--- src/rtl/bcd_sched_pkg.sv ---
// Shared types and constants for the BCD scan scheduler.
package bcd_sched_pkg;

   typedef enum logic [1:0] {IDLE, SHIFT, WRITE} state_t;

   typedef logic [1:0] ch_t;
   typedef logic [3:0] bcd_digit_t;

   localparam int  NUM_CH = 3;
   localparam ch_t CH_FIR = 2'd0;
   localparam ch_t CH_HH  = 2'd1;
   localparam ch_t CH_MM  = 2'd2;

   // Round-robin successor of a channel index (0 -> 1 -> 2 -> 0).
   function automatic ch_t next_ch(input ch_t ch);
      return (ch == CH_MM) ? CH_FIR : ch + 2'd1;
   endfunction

endpackage

--- src/rtl/bcd_serial_core.sv ---
// Iterative double-dabble converter: one add-3/shift step per cycle.
// 'done' is high while the step about to be applied is the final one,
// so the controller can leave its shift state on that same edge.
module bcd_serial_core
   import bcd_sched_pkg::*;
#(
   parameter int ITER = 8
) (
   input  logic            clk,
   input  logic            rst,
   input  logic            load,
   input  logic            step,
   input  logic [ITER-1:0] bin,
   output logic            done,
   output logic [3:0]      d2,
   output logic [3:0]      d1,
   output logic [3:0]      d0
);

   localparam int SW = 12 + ITER;
   localparam int CW = $clog2(ITER + 1);

   logic [SW-1:0] sr;
   logic [SW-1:0] sr_adj;
   logic [CW-1:0] cnt;

   // Add 3 to every BCD nibble that is 5 or more before the shift.
   always_comb begin
      // NOTE: default assignment first so every path drives sr_adj and no latch is inferred.
      sr_adj = sr;
      for (int n = 0; n < 3; n++) begin
         if (sr[ITER+4*n +: 4] >= 4'd5)
            sr_adj[ITER+4*n +: 4] = sr[ITER+4*n +: 4] + 4'd3;
      end
   end

   // Shift register and iteration counter.
   always_ff @(posedge clk) begin
      // NOTE: non-blocking assignments keep register updates order-independent.
      if (rst) begin
         sr  <= '0;
         cnt <= '0;
      end else if (load) begin
         sr  <= {12'd0, bin};
         cnt <= '0;
      end else if (step) begin
         sr  <= {sr_adj[SW-2:0], 1'b0};
         cnt <= cnt + 1'b1;
      end
   end

   assign done = (cnt == CW'(ITER - 1));
   assign d2   = sr[ITER+8 +: 4];
   assign d1   = sr[ITER+4 +: 4];
   assign d0   = sr[ITER   +: 4];

endmodule

--- src/rtl/bcd_scan_sched.sv ---
// Round-robin scheduler sharing one serial binary-to-BCD converter
// between the FIR output and the RTC hours/minutes displays.
module bcd_scan_sched
   import bcd_sched_pkg::*;
#(
   parameter int ITER = 8
) (
   input  logic       clk,
   input  logic       rst,
   input  logic [7:0] fir_bin,
   input  logic [4:0] hh_bin,
   input  logic [5:0] mm_bin,
   output logic [3:0] fir_d2,
   output logic [3:0] fir_d1,
   output logic [3:0] fir_d0,
   output logic [3:0] hh_d1,
   output logic [3:0] hh_d0,
   output logic [3:0] mm_d1,
   output logic [3:0] mm_d0,
   output logic [2:0] upd,
   output logic       busy
);

   state_t      state;
   ch_t         sel;
   ch_t         last;
   logic [7:0]  in_val [NUM_CH];
   logic [7:0]  shadow [NUM_CH];
   logic [2:0]  pending;
   logic        grant;
   ch_t         gch;
   ch_t         c0, c1, c2;
   logic        load, step, done;
   bcd_digit_t  cd2, cd1, cd0;

   assign in_val[0] = fir_bin;
   assign in_val[1] = {3'd0, hh_bin};
   assign in_val[2] = {2'd0, mm_bin};

   // A channel pends while its input differs from the value last granted.
   always_comb begin
      for (int ch = 0; ch < NUM_CH; ch++)
         pending[ch] = (in_val[ch] != shadow[ch]);
   end

   // Round-robin search starting just after the last served channel.
   always_comb begin
      c0    = next_ch(last);
      c1    = next_ch(c0);
      c2    = next_ch(c1);
      grant = 1'b0;
      gch   = c0;
      if (pending[c0]) begin
         grant = 1'b1;
         gch   = c0;
      end else if (pending[c1]) begin
         grant = 1'b1;
         gch   = c1;
      end else if (pending[c2]) begin
         grant = 1'b1;
         gch   = c2;
      end
   end

   assign load = (state == IDLE) && grant;
   assign step = (state == SHIFT);
   assign busy = (state != IDLE);

   bcd_serial_core #(.ITER(ITER)) u_core (
      .clk  (clk),
      .rst  (rst),
      .load (load),
      .step (step),
      .bin  (ITER'(in_val[gch])),
      .done (done),
      .d2   (cd2),
      .d1   (cd1),
      .d0   (cd0)
   );

   // Scheduler FSM, shadows, digit registers and update pulses.
   always_ff @(posedge clk) begin
      if (rst) begin
         state <= IDLE;
         sel   <= CH_FIR;
         last  <= CH_MM;
         upd   <= '0;
         // NOTE: shadows are reset with the rest; a stale shadow would make a zero input look pending.
         for (int ch = 0; ch < NUM_CH; ch++)
            shadow[ch] <= '0;
         fir_d2 <= '0;
         fir_d1 <= '0;
         fir_d0 <= '0;
         hh_d1  <= '0;
         hh_d0  <= '0;
         mm_d1  <= '0;
         mm_d0  <= '0;
      end else begin
         upd <= '0;
         case (state)
            IDLE: begin
               if (grant) begin
                  shadow[gch] <= in_val[gch];
                  sel         <= gch;
                  state       <= SHIFT;
               end
            end
            SHIFT: begin
               if (done)
                  state <= WRITE;
            end
            WRITE: begin
               case (sel)
                  CH_FIR: begin
                     fir_d2 <= cd2;
                     fir_d1 <= cd1;
                     fir_d0 <= cd0;
                  end
                  CH_HH: begin
                     hh_d1 <= cd1;
                     hh_d0 <= cd0;
                  end
                  default: begin
                     mm_d1 <= cd1;
                     mm_d0 <= cd0;
                  end
               endcase
               upd   <= 3'b001 << sel;
               last  <= sel;
               state <= IDLE;
            end
            default: state <= IDLE;
         endcase
      end
   end

endmodule

--- config.mk ---
export PLATFORM = sky130hd
export DESIGN_NAME = bcd_scan_sched
export DESIGN_NICKNAME = d
export VERILOG_FILES = /design/src/rtl/bcd_sched_pkg.sv /design/src/rtl/bcd_serial_core.sv /design/src/rtl/bcd_scan_sched.sv
export SDC_FILE = /design/constraint.sdc
export NUM_CORES = 1
export LEC_CHECK = 0
export CAP_MARGIN = 25
export CELL_PAD_IN_SITES_DETAIL_PLACEMENT = 0
export CELL_PAD_IN_SITES_GLOBAL_PLACEMENT = 2
export CORE_ASPECT_RATIO = 1.4
export CORE_MARGIN = 1
export CORE_UTILIZATION = 34
export CTS_CLUSTER_DIAMETER = 150
export DETAILED_ROUTE_END_ITERATION = 10
export PLACE_DENSITY = 0.89
export SYNTH_ARGS = -nofsm -noshare
export SYNTH_HDL_FRONTEND = slang
export SYNTH_HIERARCHICAL = 1
export SYNTH_SLANG_ARGS = --single-unit
--- constraint.sdc ---
create_clock -name clk -period 3.65 [get_ports clk]
set_clock_uncertainty 0.1 [all_clocks]
set_input_delay 0.73 -clock clk [delete_from_list [all_inputs] [get_ports clk]]
set_output_delay 0.73 -clock clk [all_outputs]
set_load 0.05 [all_outputs]
==> Word-level counts from Yosys, hierarchy flattened <==
Memories as Yosys holds them, arrays and structs flattened.
Index checks and enable logic that the tools add are counted.
{ "op_classes": {"bitwise_logic": 3, "addsub": 7, "shift": 1, "n_eq_ne": 12, "mux": 35, "reduce_logical": 14, "n_lt_le_gt_ge": 7} }
{ "ops": {"columns": ["cell", "count"], "rows": [
  ["$mux W8", 5],
  ["$mux W2", 9],
  ["$bmux W8 S2", 1],
  ["$mux W1", 13],
  ["$ge A4 B3 Y1 const B", 3],
  ["$reduce_and A2 Y1", 5],
  ["$lt A2 B3 Y1 const B", 3],
  ["$add A4 B2 Y4 const B", 2],
  ["$eq A2 B2 Y1 const B", 4],
  ["$mux W4", 2],
  ["$ne A5 B8 Y1", 1],
  ["$ne A6 B8 Y1", 1],
  ["$ne A8 B8 Y1", 1],
  ["$reduce_or A8 Y1", 1],
  ["$add A2 B1 Y2 const B", 3],
  ["$bmux W1 S2", 3],
  ["$reduce_or A2 Y1", 3],
  ["$add A4 B1 Y4 const B", 1],
  ["$eq A2 B1 Y1 const B", 2],
  ["$eq A4 B3 Y1 const B", 1],
  ["$logic_not A2 Y1", 2],
  ["$pmux W2 S2", 1],
  ["$reduce_bool A2 Y1", 2],
  ["$add A3 B2 Y3 const B", 1],
  ["other kinds (8)", 9]
]} }
{ "totals": {"word_cells": 94, "register_bits": 61, "output_inout_bits": 32, "mem_bits_rw": 24, "inputBits": 21, "mem_count": 1} }
{ "mem_list": {"columns": ["memory", "depth", "width", "read_ports", "rd_ports_with_merged_regs", "wr", "line", "rtl"], "rows": [
  ["shadow", 3, 8, 3, 0, 3, "bcd_scan_sched.sv:28", "logic [7:0] shadow [NUM_CH];"]
]} }

==> Depth between registers and ports, before layout <==
{ "depth": {"ltp_word": 17, "depth_mapped": 10, "ltp_nobuf": 8} }

==> Modules after synthesis <==
The synthesis kept the hierarchy.
{ "modules_own_cells": {"columns": ["mod", "seq_area_each_um2", "area_per_inst_um2", "cells_each", "instances"], "rows": [
  ["bcd_scan_sched", 1461.4, 2846.5, 297, 1],
  ["bcd_serial_core", 480.5, 1317.5, 161, 1]
]} }

==> Least setup slack after synthesis <==
OpenSTA, ideal clock, no wires.
{ "synth_path": {"kind": "input to register", "start": "input hh_bin[1]", "end": "register u_core.sr[9]", "setup_slack_ps": 686, "setup_ps": 95, "arrival_ps": 2769, "t_required_ps": 3455, "stages": 9, "n_path_buf": 2, "path_cell_list": "xor2_1 -> or4_1 -> nor4_1 -> a21oi_1 -> buf_6 -> or2_1 -> buf_6 -> or4_1 -> o311ai_1"} }
{ "synth_between": {"elab_chain_len": 8, "elab_cells_between_ends": 12, "cone_classes": "eq/ne: 1; mux: 9; reduce/logical: 2"} }
{ "synth_rtl": {"columns": ["item", "line", "rtl"], "rows": [
  ["start, declared", "bcd_scan_sched.sv:11", "input logic [4:0] hh_bin,"],
  ["$ne A5 B8 Y1 *", "bcd_scan_sched.sv:43", "pending[ch] = (in_val[ch] != shadow[ch]);"],
  ["$bmux W1 S2", "bcd_scan_sched.sv:59", "end else if (pending[c2]) begin"],
  ["$mux W1 (implied by the code)", "bcd_scan_sched.sv:59", null],
  ["$mux W1", "bcd_scan_sched.sv:59", null],
  ["$mux W1", "bcd_scan_sched.sv:56", "end else if (pending[c1]) begin"],
  ["$mux W1 *", "bcd_scan_sched.sv:53", "if (pending[c0]) begin"],
  ["$logic_and A1 B1 Y1 *", "bcd_scan_sched.sv:65", "assign load = (state == IDLE) && grant;"],
  ["net load", "bcd_scan_sched.sv:33", "logic load, step, done;"],
  ["$reduce_or A2 Y1 (no source line) *", null, null],
  ["end signal, assigned", "bcd_serial_core.sv:44", "sr <= {12'd0, bin};"],
  ["end signal, assigned", "bcd_serial_core.sv:47", "sr <= {sr_adj[SW-2:0], 1'b0};"],
  ["end, declared", "bcd_serial_core.sv:23", "logic [SW-1:0] sr;"]
]} }
Mark *: on every way through the listed nets, which the timed path passes. The rest lies on a longest branch. The select of a mux whose other input is x is not followed.
A chain may end at the register's enable or synchronous reset.

==> Worst setup path after layout <==
{ "layout_path": {"start": "input mm_bin[0]", "end": "register u_core.sr[18]"} }
{ "layout_between": {"elab_chain_len": 8, "elab_cells_between_ends": 12, "cone_classes": "eq/ne: 1; mux: 9; reduce/logical: 2"} }
{ "layout_rtl": {"columns": ["item", "line", "rtl"], "rows": [
  ["start, declared", "bcd_scan_sched.sv:12", "input logic [5:0] mm_bin,"],
  ["$ne A6 B8 Y1 *", "bcd_scan_sched.sv:43", null],
  ["$bmux W1 S2", "bcd_scan_sched.sv:59", null],
  ["$mux W1 (implied by the code)", "bcd_scan_sched.sv:59", null],
  ["$mux W1", "bcd_scan_sched.sv:59", null],
  ["$mux W1", "bcd_scan_sched.sv:56", null],
  ["$mux W1 *", "bcd_scan_sched.sv:53", null],
  ["$logic_and A1 B1 Y1 *", "bcd_scan_sched.sv:65", null],
  ["net load", "bcd_scan_sched.sv:33", null],
  ["$reduce_or A2 Y1 (no source line) *", null, null]
]} }
Marked as above.

==> results.sh <==
export IMPL_hold_viol=0
export IMPL_clock_latency_ns=0.34
export IMPL_grt_pass1_wl_mm=16.6
export IMPL_p_leak_nw=1.84
export IMPL_combPwrFrac=0.079
export IMPL_ant_nets=0
export IMPL_die_area_mm2=0.0127
export IMPL_drtIter0Drc=134
export IMPL_cts_root_buf="clkbuf_16"
export IMPL_power_switching_w=0.000465
export IMPL_drc=0
export IMPL_yosys_register_bits=85
export IMPL_grt_max_degree=36
export IMPL_routed_via_density=5.20
export IMPL_r2r_end="u_core/sr[18]"
export IMPL_crit_required_ns=3.83
export IMPL_finalCriticalPeriod_ns=3.21
export IMPL_reg2reg_depth=8
export IMPL_dp_hpwl_mm=7.56
export IMPL_post_drt_wl_per_cell_um=15.3
export IMPL_tightestPinTransition_ns=0.817
export IMPL_postCtsSetupRepairBufs=0
export IMPL_synth_distinct_cells=50
export IMPL_rsz0062_at_grt="no"
export IMPL_hold_class="reg2reg"
export IMPL_holdWs_ns=0.356
export IMPL_clock_path_buffers=2
export IMPL_cp_endpoint="u_core/sr[18]"
export IMPL_cts_htree_levels=3
export IMPL_first_global_vias=3252
export IMPL_tns_ns=0
export IMPL_end_kind="flip-flop"
export IMPL_synth_edf_count=24
export IMPL_routed_wl_mm=10.0
export IMPL_clock_sinks=85
export IMPL_clk_pin_slew_ns=0.06
export IMPL_layout_common_cells="nand2_1, dfxtp_1, clkdlybuf4s50_1"
export IMPL_ir_worst_vdd_uv=192
export IMPL_ioPinCount=53
export IMPL_cp_startpoint="mm_bin[0]"
export IMPL_final_common_cell="nand2_1"
export IMPL_internal_power_w=0.00154
export IMPL_grt_ovfl_total=0
export IMPL_die_w_um=95.5
export IMPL_cts_tree="built"
export IMPL_crit_fanout=23
export IMPL_place_area_mm2=0.00476
export IMPL_maxCapViolations=0
export IMPL_avgSynthCellArea_um2=9.09
export IMPL_sw_frac_of_total=0.231
export IMPL_ys_flop_type="dfxtp_1"
export IMPL_crit_path_start_kind="input pin"
export IMPL_max_freq_mhz=312
export IMPL_stdcell_area_mm2=0.00503
export IMPL_post_route_period_util=0.879
export IMPL_arrival_ns=3.39
export IMPL_numCtsBuffers=9
export IMPL_ys_async_sr_fraction=0
export IMPL_timing_rr_start="shadow[2][0]"
export IMPL_fin_nets=530
export IMPL_dr_total_vias=3401
export IMPL_drv_slew=0
export IMPL_powerDensity_mw_per_mm2=399
export IMPL_slew_headroom=0.453
export IMPL_area_growth_pct=20.9
export IMPL_gp_congestion=0.883
export IMPL_portBuffers=52
export IMPL_core_mm2=0.0119
export IMPL_yosysWarnings=6
export IMPL_grtUsageTotal=0.172
export IMPL_final_util=0.424
export IMPL_path_class="in2reg"
export IMPL_antenna_found_initial=0
export IMPL_num_antenna_cells=0
export IMPL_ctsHoldBuffers=0
export IMPL_netlist_area_mm2=0.00416
export IMPL_cts_resized=0
export IMPL_syn_inst=458
export IMPL_fp_dieH_um=133
export IMPL_rrSetupSlack_ns=0.89
export IMPL_clkPwrFrac=0.418
export IMPL_first_pass_iters=6
export IMPL_start_util=0.351
export IMPL_status="finished, final reports clean"
export IMPL_p_seq_frac=0.503
export IMPL_final_setup_viol_count=0
export IMPL_min_from="fir_d1[0]"
export IMPL_yosysSeqAreaShare=0.466
export IMPL_final_layout_size_suffix_gt1_frac=0.0690
export IMPL_row_count=47
-- how the worst min path moves through the flow --
stage | to | cells past startpoint
after floorplan | u_core/sr[19] | 2
after global placement | fir_d0[0] | 2
after detailed placement | fir_d1[0] | 2
after CTS | fir_d1[0] | 2
after global routing | hh_d0[3] | 2
final | fir_d1[0] | 2
-- per-layer routing --
metal  global-route usage  share of wire  vias up
li1                     -              -     1679
met2                0.290           0.51      115
met5                    0              0        -
met3               0.0362          0.049       26
met4               0.0788          0.030        0
met1                0.204           0.41     1581
-- sequential cells by signal (all words and copies together), names as in the netlist --
signal      count
fir_d2          4
u_core/cnt      4
last            2
hh_d1           4
u_core/sr      20
state           2
fir_d1          4
shadow         24
upd             3
mm_d0           4
hh_d0           4
mm_d1           4
sel             2
fir_d0          4
-- critical path: stages --
cell and delay (ns):
clkdlybuf4s50_1 0.49, xnor2_1 0.14, nand3_1 0.26, nor4_1 0.57, a21oi_1 0.18, buf_4 0.24, nor2_1 0.40, and4_1 0.26
a311o_1 0.10
-- cell usage after synthesis (2+ instances only) --
master | n | area share
and2_1 | 6 | 0.0090
xnor2_1 | 11 | 0.023
edfxtp_1 | 24 | 0.17
or3_1 | 2 | 0.0030
nand3b_1 | 6 | 0.011
o21ba_2 | 5 | 0.012
clkbuf_1 | 13 | 0.012
o21ai_0 | 16 | 0.019
buf_2 | 4 | 0.0048
o211ai_1 | 2 | 0.0036
o22ai_1 | 6 | 0.0090
mux2i_1 | 18 | 0.043
o31a_1 | 5 | 0.011
nor4_1 | 4 | 0.0060
inv_1 | 17 | 0.015
nor3_1 | 4 | 0.0048
nor3b_1 | 3 | 0.0054
nor2_1 | 44 | 0.040
a21o_1 | 2 | 0.0036
nand3_1 | 5 | 0.0060
dfxtp_1 | 61 | 0.29
nand2b_1 | 7 | 0.011
o311ai_1 | 3 | 0.0063
o22a_1 | 6 | 0.013
or4_1 | 4 | 0.0072
a21oi_1 | 50 | 0.060
a31oi_1 | 7 | 0.011
ha_1 | 7 | 0.021
nor2b_1 | 2 | 0.0030
o21a_1 | 3 | 0.0054
nand4_1 | 7 | 0.011
xor2_1 | 11 | 0.023
buf_6 | 2 | 0.0054
buf_4 | 13 | 0.023
nand2_1 | 63 | 0.057
-- through the flow --
step | instances | power, W | setup WS (ns)
4_1_cts | 654 | 0.00204 | 0.417
5_1_grt | 654 | 0.00211 | 0.230
6_report | 654 | 0.00201 | 0.443
2_1_floorplan | 462 | 0.00113 | 0.686
3_3_place_gp | 638 | 0.00119 | 0.0890
3_5_place_dp | 638 | 0.00119 | 0.0801
-- power by group through the flow --
stage | sequential [W] | clock (W) | combinational, W
finish | 0.00101 | 0.000839 | 0.000159
global route | 0.00101 | 0.000914 | 0.000177
CTS | 0.00101 | 0.000873 | 0.000160
detailed placement | 0.00103 | 0 | 0.000160
global placement | 0.00103 | 0 | 0.000159
floorplan | 0.00103 | 0 | 0.000107
-- final cells by class --
class / instances / area [um^2]
tap: 147 / 184
fill: 1170 / 6850
timing repair buffer: 62 / 591
inverter: 17 / 63.8
sequential: 85 / 1940
clock buffer: 13 / 250
multi-input combinational: 327 / 1980
clock inverter: 3 / 20.0
-- cells by family after synthesis --
| kind of cell | share of synthesized area |
|---|---|
| AO/OA/AOI/OAI | 0.181 |
| XOR/XNOR | 0.0463 |
| adder cells (fa/ha/maj) | 0.0210 |
| buffers and inverters | 0.0616 |
| flip-flops | 0.466 |
| multiplexers | 0.0433 |
| other | 0.000901 |
| AND/OR/NAND/NOR | 0.180 |
Power figures use the tool's default switching activity.
